**config.mk**
```make
export PLATFORM = sky130hd
export DESIGN_NAME = eba_issue_stage
export DESIGN_NICKNAME = d
export VERILOG_FILES = /design/src/rtl/eba_issue_stage.sv
export SDC_FILE = /design/constraint.sdc
export NUM_CORES = 1
export LEC_CHECK = 0
export CAP_MARGIN = 20
export CORE_ASPECT_RATIO = 1.25
export CORE_MARGIN = 2
export CORE_UTILIZATION = 45
export DETAILED_ROUTE_END_ITERATION = 8
export GPL_TIMING_DRIVEN = 0
export HOLD_SLACK_MARGIN = 0.08
export PLACE_DENSITY = 0.82
export SLEW_MARGIN = 0
export SYNTH_ARGS = -nofsm -noshare
export SYNTH_HDL_FRONTEND = slang
export SYNTH_SLANG_ARGS = --single-unit
```
**constraint.sdc**
```tcl
create_clock -name clk -period 2.3 [get_ports clk]
set_input_delay 0.575 -clock clk [delete_from_list [all_inputs] [get_ports clk]]
set_output_delay 0.575 -clock clk [all_outputs]
set_load 0.02 [all_outputs]
```
**src/rtl/eba_issue_stage.sv**
```systemverilog
`default_nettype none
// ============================================================================
// Module  : eba_issue_stage
// Purpose : Registered operand issue / result collect stage for the 8-bit eba
//           adder with a show-ahead result FIFO. Optional accumulator-as-B
//           feature is built when the macro EBA_ACC_EN is defined.
// Revision: 1.0
// ============================================================================
module eba_issue_stage #(
  parameter int DEPTH = 4,
  parameter int CW    = $clog2(DEPTH + 1)
) (
  input  logic          clk,
  input  logic          rst_n,
  input  logic          in_valid,
  output logic          in_ready,
  input  logic [7:0]    in_a,
  input  logic [7:0]    in_b,
  input  logic          in_cin,
  input  logic          in_acc,
  input  logic          acc_clr,
  output logic          a_1, a_2, a_3, a_4, a_5, a_6, a_7, a_8,
  output logic          b_1, b_2, b_3, b_4, b_5, b_6, b_7, b_8,
  output logic          cin,
  input  logic          s_1, s_2, s_3, s_4, s_5, s_6, s_7, s_8,
  input  logic          cout,
  output logic          out_valid,
  input  logic          out_ready,
  output logic [7:0]    out_sum,
  output logic          out_cout,
  output logic [CW-1:0] fifo_count
);

  localparam int AW = (DEPTH > 1) ? $clog2(DEPTH) : 1;

  typedef enum logic [1:0] {
    IDLE  = 2'd0,
    DRIVE = 2'd1,
    HOLD  = 2'd2
  } state_e;

  state_e          state_q, state_d;
  logic [7:0]      a_q, a_d, b_q, b_d;
  logic            cin_q, cin_d;
  logic [8:0]      mem_q [DEPTH];
  logic [AW-1:0]   wr_q, rd_q;
  logic [CW-1:0]   cnt_q;
  logic            w_full, w_push, w_pop;
  logic [7:0]      w_b_sel;
  logic [8:0]      w_res;

  // Adder result packed as {sum[7:0], carry}
  assign w_res  = {s_1, s_2, s_3, s_4, s_5, s_6, s_7, s_8, cout};
  assign w_full = (cnt_q == CW'(DEPTH));
  assign w_pop  = out_valid & out_ready;

  assign in_ready   = (state_q == IDLE);
  assign out_valid  = (cnt_q != '0);
  assign out_sum    = out_valid ? mem_q[rd_q][8:1] : 8'h00;
  assign out_cout   = out_valid ? mem_q[rd_q][0]   : 1'b0;
  assign fifo_count = cnt_q;

  assign {a_1, a_2, a_3, a_4, a_5, a_6, a_7, a_8} = a_q;
  assign {b_1, b_2, b_3, b_4, b_5, b_6, b_7, b_8} = b_q;
  assign cin = cin_q;

`ifdef EBA_ACC_EN
  logic [7:0] acc_q;

  // Clear takes priority over the push update on the same edge
  always_ff @(posedge clk or negedge rst_n) begin
    if (!rst_n) begin
      acc_q <= 8'h00;
    end else if (acc_clr) begin
      acc_q <= 8'h00;
    end else if (w_push) begin
      acc_q <= w_res[8:1];
    end
  end

  assign w_b_sel = in_acc ? acc_q : in_b;
`else
  logic w_unused_acc;
  assign w_unused_acc = in_acc ^ acc_clr;
  assign w_b_sel      = in_b;
`endif

  always_comb begin
    state_d = state_q;
    a_d     = a_q;
    b_d     = b_q;
    cin_d   = cin_q;
    w_push  = 1'b0;
    case (state_q)
      IDLE: begin
        if (in_valid) begin
          a_d     = in_a;
          b_d     = w_b_sel;
          cin_d   = in_cin;
          state_d = DRIVE;
        end
      end
      DRIVE, HOLD: begin
        // A same-edge pop frees the slot even when the FIFO is full
        if (!w_full || w_pop) begin
          w_push  = 1'b1;
          state_d = IDLE;
        end else begin
          state_d = HOLD;
        end
      end
      default: state_d = IDLE;
    endcase
  end

  always_ff @(posedge clk or negedge rst_n) begin
    if (!rst_n) begin
      state_q <= IDLE;
      a_q     <= 8'h00;
      b_q     <= 8'h00;
      cin_q   <= 1'b0;
    end else begin
      state_q <= state_d;
      a_q     <= a_d;
      b_q     <= b_d;
      cin_q   <= cin_d;
    end
  end

  always_ff @(posedge clk) begin
    if (w_push) begin
      mem_q[wr_q] <= w_res;
    end
  end

  always_ff @(posedge clk or negedge rst_n) begin
    if (!rst_n) begin
      wr_q  <= '0;
      rd_q  <= '0;
      cnt_q <= '0;
    end else begin
      if (w_push) wr_q <= wr_q + AW'(1);
      if (w_pop)  rd_q <= rd_q + AW'(1);
      case ({w_push, w_pop})
        2'b10:   cnt_q <= cnt_q + CW'(1);
        2'b01:   cnt_q <= cnt_q - CW'(1);
        default: cnt_q <= cnt_q;
      endcase
    end
  end

endmodule
`default_nettype wire

```
### Yosys cells after proc, flatten, opt, wreduce, memory -nomap -nowiden

Memories as Yosys holds them, arrays and structs flattened.
Index checks and enable logic that the tools add are counted.

| word-level totals | value |
|---|---|
| memories | 1 |
| register bits | 26 |
| memory bits (writable) | 36 |
| word-level logic and storage cells | 36 |
| output and inout bits | 31 |

| operators by class | value |
|---|---|
| add/sub/neg operators | 4 |
| equal/unequal tests | 6 |
| reduce and logical (&&, ||, !) cells | 7 |
| muxes and demuxes | 10 |
| bitwise gates (word level) | 1 |

Memories:

| memory | depth | bits a word | rd ports | clocked after memory_dff | write ports | line | RTL |
|---|---|---|---|---|---|---|---|
| mem_q | 4 | 9 | 1 | 0 | 1 | 45 | `logic [8:0] mem_q [DEPTH];` |

Operator list:

| operator | count |
|---|---|
| 2-to-1 mux 8 bit | 1 |
| one-hot mux 3 bit (2 select lines) | 1 |
| 2-to-1 mux 1 bit | 5 |
| adder 2 x 1 -> 2 bit (second input constant) | 2 |
| equality test 2 x 1 -> 1 bit (second input constant) | 2 |
| equality test 2 bit (second input constant) | 2 |
| 2-to-1 mux 2 bit | 2 |
| one-hot mux 2 bit (2 select lines) | 1 |
| adder 3 x 1 -> 3 bit (second input constant) | 1 |
| equality test 3 bit (second input constant) | 1 |
| nonzero test 3 bit | 1 |
| subtractor 3 x 1 -> 3 bit (second input constant) | 1 |
| zero test 2 bit | 1 |
| inequality test 2 bit (second input constant) | 1 |
| AND reduction 2 bit | 1 |
| nonzero test 2 bit | 1 |
| OR reduction 2 bit | 1 |
| AND 1 bit | 1 |
| zero test 1 bit | 1 |
| logical OR 1 bit | 1 |

### Longest topological paths before layout

Gate-level depths: netlist (run 1).

| depth | value |
|---|---|
| depth in word-level cells | 7 |
| mapped depth | 8 |
| depth with buffers taken out | 7 |

### Least setup slack after synthesis (run 1)

No wires, ideal clock.

| timing | value |
|---|---|
| kind | register -> register |
| from | register state_q[0] |
| to | register cnt_q[2] (netlist: fifo_count[2]) |
| path buffers | 1 |
| data arrival time | 1.943 ns |
| library setup time | 0.132 ns |
| setup slack | 0.225 ns |
| stages on the path, launching flop included | 9 |
| data required time | 2.168 ns |
| cell sequence | dfrtp_1 inv_1 ha_1 buf_2 or2_2 fa_1 nand2b_1 o221ai_1 nand3_1 |

| on the way | value |
|---|---|
| cells in the longest elaborated chain, start to end | 5 |

RTL lines:

| what | line | RTL |
|---|---|---|
| from (decl) | 42 | `state_e state_q, state_d;` |
| from (signal assigned) | 123 | `state_q <= state_d;` |
| equality test 2 x 1 -> 1 bit / equality test 2 bit (equally long branches) | 94 | `case (state_q)` |
| OR reduction 2 bit * | 94 |  |
| 2-to-1 mux 1 bit * | 94 |  |
| equality test 2 x 1 -> 1 bit / equality test 2 bit (equally long branches) | 144 | `case ({w_push, w_pop})` |
| one-hot mux 3 bit (2 select lines) / nonzero test 2 bit (equally long branches) | n/a |  |
| to (signal assigned) | 145 | `2'b10: cnt_q <= cnt_q + CW'(1);` |
| to (signal assigned) | 146 | `2'b01: cnt_q <= cnt_q - CW'(1);` |
| to (signal assigned) | 147 | `default: cnt_q <= cnt_q;` |
| to (decl) | 47 | `logic [CW-1:0] cnt_q;` |

Every way passes the cells marked *; elsewhere a longest branch is shown, timed or not.
A chain may end at the register's enable or synchronous reset.

### Final worst setup path (run 1)

| timing | value |
|---|---|
| from | register rd_q[0] |
| to | output port out_sum[2] |

| on the way | value |
|---|---|
| cells in the longest elaborated chain, start to end | 2 |

RTL lines:

| what | line | RTL |
|---|---|---|
| from (decl) | 46 | `logic [AW-1:0] wr_q, rd_q;` |
| from (signal assigned) | 143 | `if (w_pop) rd_q <= rd_q + AW'(1);` |
| memory (4 x 9 bit) | n/a |  |
| 2-to-1 mux 8 bit | 59 | `assign out_sum = out_valid ? mem_q[rd_q][8:1] : 8'h00;` |
| to (decl) | 29 | `output logic [7:0] out_sum,` |

Every way passes these cells.

==> results.md, run 1 <==
* Status: finished, final reports clean
* H-tree Lvls at 3
* Worst setup EP type: output port
* Number of diodes at 0
* FF+latch area at 1730 sq um
* Core Rows at 30
* DR vias/cell at 5.15
* Syn_nets at 194
* Worst setup path end: out_sum[2]
* Die height at 88.8 um
* Worst r2r src: state_q[1]
* Post-Synthesis Cells at 156
* Post-synth EDFFs at 36
* Die footprint at 6380 sq um
* Critical path origin: rd_q[0]
* Vias in the first global route at 1602
* Fillers at 393
* Slew Viols, Final at 0
* Pre-CTS setup slack at -209 ps
* Cell taking the most area after synthesis: edfxtp_1
* Clk buf depth at 2
* GRT overflow at 0
* Initial antenna violation count at 0
* IO Pins at 63
* RSZ-0062 raised after global routing: true
* First-pass iteration count of the detailed router at 4
* Post-Syn Area at 2590 sq um
* Total GRT Usage at 0.164
* CTS buffer count at 9
* Area of the core at 5480 sq um
* Slew Limit Headroom at 0.730
* WP data required at 1730 ps
* Crit Path Class: reg -> out
* Layout cells sized above 1 at 0.338
* Reg-to-reg slack, setup at 150 ps
* Count of different cell masters after synthesis at 33
* WP depth at 4
* Crit path max-delay family: multiplexers
* Post-route DRC at 0
* Total power at 0.00564 W
* DRT antenna net count at 0
* First DRT Iteration DRCs at 85
* Setup_tns at 0 ps
* First-pass GRT wire length at 7590 um
* Worst Clk Skew at 6.80 ps
* Final Hold Viols at 0
* Final wirelength at 4850 um
* Via Count at 1535
* Final net count at 267
* Seq cells post-synth at 62
* Pleak at 1.42 nW
* Reg2Reg Depth at 8
* HP Class: reg -> reg
* Async set-reset flop share out of synthesis at 0.419
* Minimum clock period at 2290 ps
* Bufs and invs on worst path at 2
* Largest net degree at the start of global routing at 20
* Area Growth Syn to Fin at 39.9%
* Routed wire per std cell at 16.3 um
* TritonCTS clock tree: built
* GPL Wtd Cong at 0.753
* Setup ws final at 12.1 ps
* Final setup viols at 0
* DPL Wire Length at 3200 um
* Startpoint types: flip-flop
* Prevailing post-synth register cell: edfxtp_1
* Fin crit share at 0.995
* Pwr/cell area at 1560 nW/um^2
* Synth top area cells: edfxtp_1, dfrtp_1, mux4_2, mux2_2, ha_1
* Yosys top cell area share at 0.417
* Cell Chain, Critical Path: clkbuf_16 -> mux4_2 -> and2_1 -> buf_6
* Port buffer count at 59
* Max Fanout on Critical Path at 4
* Clock latency on the worst-skew pair at 340 ps
* Core Util, Final at 0.662
* Mean Syn Cell Area at 16.6 sq um
* Worst-Margin Slew at 404 ps
* Die Width at 71.9 um
* Multi-input logic area at 818 sq um
* Yosys warning total at 0
* CTS Sinks at 62
* Clock transition at path regs at 70 ps
* Critical Path Slowest Stage Cell: mux4_2
* # Max-Cap Violations at 0
* CP peak stage delay at 470 ps
* VDD IR max at 0.933 mV
* Initial Util at 0.473
* Root buffer cell: clkbuf_8
* Fmax at 0.437 GHz
* Worst r2r dst: fifo_count[2]
* Seq/Total Area, Yosys at 0.668
* Data arrival time of the critical path at 1710 ps
## worst reg2reg max path, delay by kind of cell, from the launching register on
family | cells | cell delay, ps
compound gates | 1 | 170
fa+ha+maj | 2 | 690
flops | 1 | 360
buf+inv | 2 | 250
simple gates | 3 | 560
## through the flow
step / hold WS, ps / cells / cell area, sq um
6_report: 503 / 298 / 3630
5_1_grt: 519 / 298 / 3630
4_1_cts: 507 / 298 / 3560
3_5_place_dp: 493 / 280 / 3280
3_3_place_gp: 486 / 279 / 3260
2_1_floorplan: 279 / 156 / 2590
## cell usage after synthesis, types with 2 or more instances
library cell,n
clkbuf_1,2
ha_1,5
nor2_1,6
xnor2_1,3
and3_2,5
and2_1,9
mux2_2,17
mux4_2,9
dfrtp_1,26
nand3_1,3
edfxtp_1,36
nand2_1,4
o21ai_0,2
inv_1,8
buf_2,3
## state kept, by name, indices dropped and copies added, names as in the netlist
signal      count
mem_q          36
a_q             8
b_q             8
fifo_count      3
rd_q            2
state_q         2
wr_q            2
cin             1
## kinds of logic after synthesis
family,after synthesis,share of synthesized area
AOI/OAI and AO/OA,10,0.0280
xor gates and xnor gates,5,0.0198
adders and majority gates,6,0.0319
buffers and inverters,14,0.0246
DFF,62,0.668
muxes,26,0.152
and+or+nand+nor,33,0.0753
## cells in the final DEF, fill, tap and decap left out, drive strengths merged, types with 2 or more instances in the layout
| cell type | n |
|---|---|
| nand2 | 4 |
| clkinv | 2 |
| buf | 17 |
| edfxtp | 36 |
| mux2 | 17 |
| nand3 | 3 |
| bufinv | 4 |
| inv | 8 |
| mux4 | 9 |
| xnor2 | 4 |
| o21ai | 3 |
| and3 | 5 |
| ha | 5 |
| and2 | 10 |
| nor2 | 6 |
| dfrtp | 26 |
| clkbuf | 11 |
| clkdlybuf4s50 | 49 |
## where the power goes
group	switching, W	total, W	internal [W]
registers	0.000240	0.00183	0.00159
logic	0.00116	0.00256	0.00140
clock network	0.000419	0.00125	0.000830
## repair_timing
item | CTS | global route
pin swaps | 0 | 6
resized for setup | 42 | 32
endpoints found under the setup margin | 10 | 10
hold buffers | 0 | 0
setup buffers | 3 | 1
cloned | 1 | 0
## final cells by class
type | count | share of cell area
sequential | 62 | 0.478
multi-input combinational | 80 | 0.226
timing repair buffer | 65 | 0.187
clock inverter | 6 | 0.0369
clock buffer | 10 | 0.0352
tap | 64 | 0.0221
inverter | 8 | 0.00828
buffer | 3 | 0.00656
## routing by layer
layer | vias up | part of all wire | global-route usage
li1 | 718 | - | -
met1 | 757 | 0.40 | 0.190
met2 | 55 | 0.51 | 0.267
met3 | 5 | 0.074 | 0.0581
met4 | 0 | 0.0099 | 0.0926
met5 | - | 0 | 0
## worst min-delay path by stage
stage / from / end / slack [ps] / cells past startpoint
floorplan: rst_n / a_q[0] / 280 / 0
global placement: state_q[0] / state_q[0] / 490 / 2
detailed placement: state_q[0] / state_q[0] / 490 / 2
CTS: state_q[0] / state_q[0] / 510 / 2
global route: b_q[6] / b_q[6] / 520 / 1
finish: state_q[0] / state_q[0] / 500 / 2
Note: power is estimated with default switching activity, not from simulation.
==> run 2, diff against run 1 <==
--- a/config.mk
+++ b/config.mk
@@ -7,7 +7,7 @@
 export LEC_CHECK = 0
 export CAP_MARGIN = 20
 export CORE_ASPECT_RATIO = 1.25
-export CORE_MARGIN = 2
+export CORE_MARGIN = 8
 export CORE_UTILIZATION = 45
 export DETAILED_ROUTE_END_ITERATION = 8
 export GPL_TIMING_DRIVEN = 0
==> run 2 against run 1 <==
Net effect: the run now ends with setup timing left; largest cell class unchanged; power is 8.3% lower; largest power group unchanged; combinational power is 4% lower; die area is 32% higher.
==> results.md, run 2 (same netlist as run 1, synthesis figures left out) <==
* Status: complete, but fails checks
* Failing checks: setup timing
* Reg2Reg Depth at 8
* Slew Limit Headroom at 0.729
* DPL Wire Length at 3410 um
* DRT antenna net count at 0
* Reg-to-reg slack, setup at 120 ps
* Root buffer cell: clkbuf_8
* Commonest non-fill, non-tap cell in the layout: clkdlybuf4s50_1
* HP Class: reg -> reg
* Worst-Margin Slew at 406 ps
* Layout cells sized above 1 at 0.325
* Initial Util at 0.458
* Setup ws final at -17.8 ps
* Initial antenna violation count at 0
* Hold Startpoint: a_q[5]
* Hold Crit Depth at 1
* Biggest regs: mem_q x36, a_q x8, b_q x8
* Max reg flops at 36
* Routed wire per std cell at 16.1 um
* Final net count at 268
* Post-route DRC at 0
* Minimum clock period at 2320 ps
* Cts hold-fix bufs at 0
* Via Count at 1532
* # Max-Cap Violations at 0
* Pleak at 1.38 nW
* GPL Wtd Cong at 0.739
* TritonCTS clock tree: built
* DR vias/cell at 5.11
* Die height at 101 um
* Most Crowded Layer GR: met2
* WP data required at 1730 ps
* Worst r2r src: state_q[1]
* Max Fanout on Critical Path at 5
* Clock transition at path regs at 70 ps
* Area Growth Syn to Fin at 36.5%
* Vias in the first global route at 1766
* Fmax at 0.431 GHz
* Die footprint at 8460 sq um
* IO Pins at 63
* Worst Clk Skew at 7.08 ps
* Placement Cell Area at 3290 sq um
* Most frequent cells in the layout: clkdlybuf4s50_1, edfxtp_1, dfrtp_1
* Area of the core at 5660 sq um
* CTS buffer count at 9
* Port buffer count at 59
* First DRT Iteration DRCs at 80
* Crit Path Class: reg -> out
* GRT overflow at 0
* Worst Hold Endpoint: a_q[5]
* Worst setup EP type: output port
* GR Layer Usage met3 at 0.0591
* Slew Viols, Final at 0
* Data arrival time of the critical path at 1740 ps
* Pwr/cell area at 1460 nW/um^2
* Final Hold Viols at 0
* Clk buf depth at 2
* Core Rows at 31
* CTS Sinks at 62
* Total GRT Usage at 0.123
* Final wirelength at 4840 um
* Die Width at 83.9 um
* GR Layer Usage met1 at 0.127
* Total power at 0.00518 W
* Worst r2r dst: fifo_count[1]
* H-tree Lvls at 3
* Largest Register: mem_q
* First-pass iteration count of the detailed router at 4
* GR Util met2 at 0.197
* RSZ-0062 raised after global routing: true
* Cell area after layout at 3540 sq um
* Clock latency on the worst-skew pair at 330 ps
* VDD IR max at 0.823 mV
* Final setup viols at 1
* Startpoint types: flip-flop
* Fin crit share at 1.01
* First-pass GRT wire length at 8170 um
* Largest net degree at the start of global routing at 21
* Number of diodes at 0
run 2: worst max path at each step:
stage	slack, ps	startpoint	endpoint
floorplan	230	state_q[0]	fifo_count[2]
global placement	-230	rd_q[0]	out_sum[6]
detailed placement	-220	rd_q[0]	out_sum[2]
CTS	-110	rd_q[0]	out_sum[1]
global route	-70	rd_q[0]	out_sum[4]
finish	-20	rd_q[0]	out_sum[4]
run 2: layout make-up:
class	instances	area, sq um
buffer	4	38.8
clock buffer	10	128
clock inverter	5	51.3
fill	409	2130
inverter	8	30.0
multi-input combinational	80	817
sequential	62	1730
tap	66	82.6
timing repair buffer	65	654
run 2: power by group:
group	switching [W]	leakage [nW]	total (W)	internal, W
combinational	0.00116	0.653	0.00247	0.00131
sequential	0.000229	0.635	0.00182	0.00159
clock	0.000397	0.0896	0.000884	0.000487
total	0.00178	1.38	0.00518	0.00339
run 2: repair_timing:
action | in CTS | in global routing
pin swaps | 1 | 2
endpoints found under the hold margin | 0 | 0
endpoints found under the setup margin | 10 | 11
cloned | 1 | 0
resized for setup | 49 | 12
setup buffers | 3 | 1
run 2: worst max-delay path: stages (launching register included):
cell	delay, ps
dfrtp_2	420
buf_8	140
buf_6	100
mux4_2	480
and2_4	150
buf_6	120
run 2: through the flow:
stage	setup slack [ps]	instances	util	setup TNS, ps	hold slack (ps)
2_1_floorplan	225	156	-	0	279
6_report	-17.8	300	0.624	-17.8	504
3_3_place_gp	-227	281	0.576	-1830	486
4_1_cts	-111	299	0.620	-364	508
5_1_grt	-71.8	300	0.624	-156	530
3_5_place_dp	-223	282	0.581	-1870	493
run 2: routing by layer:
metal	routed length [um]	vias up
met5	0	-
met4	111	0
met3	458	10
met2	2330	51
met1	1940	752
li1	-	719
==> run 3, diff against run 2 <==
--- a/config.mk
+++ b/config.mk
@@ -13,7 +13,6 @@
 export GPL_TIMING_DRIVEN = 0
 export HOLD_SLACK_MARGIN = 0.08
 export PLACE_DENSITY = 0.82
-export SLEW_MARGIN = 0
 export SYNTH_ARGS = -nofsm -noshare
 export SYNTH_HDL_FRONTEND = slang
 export SYNTH_SLANG_ARGS = --single-unit
==> results of run 3 <==
Same layout as run 2: the final DEF is identical, and so are final timing and power.
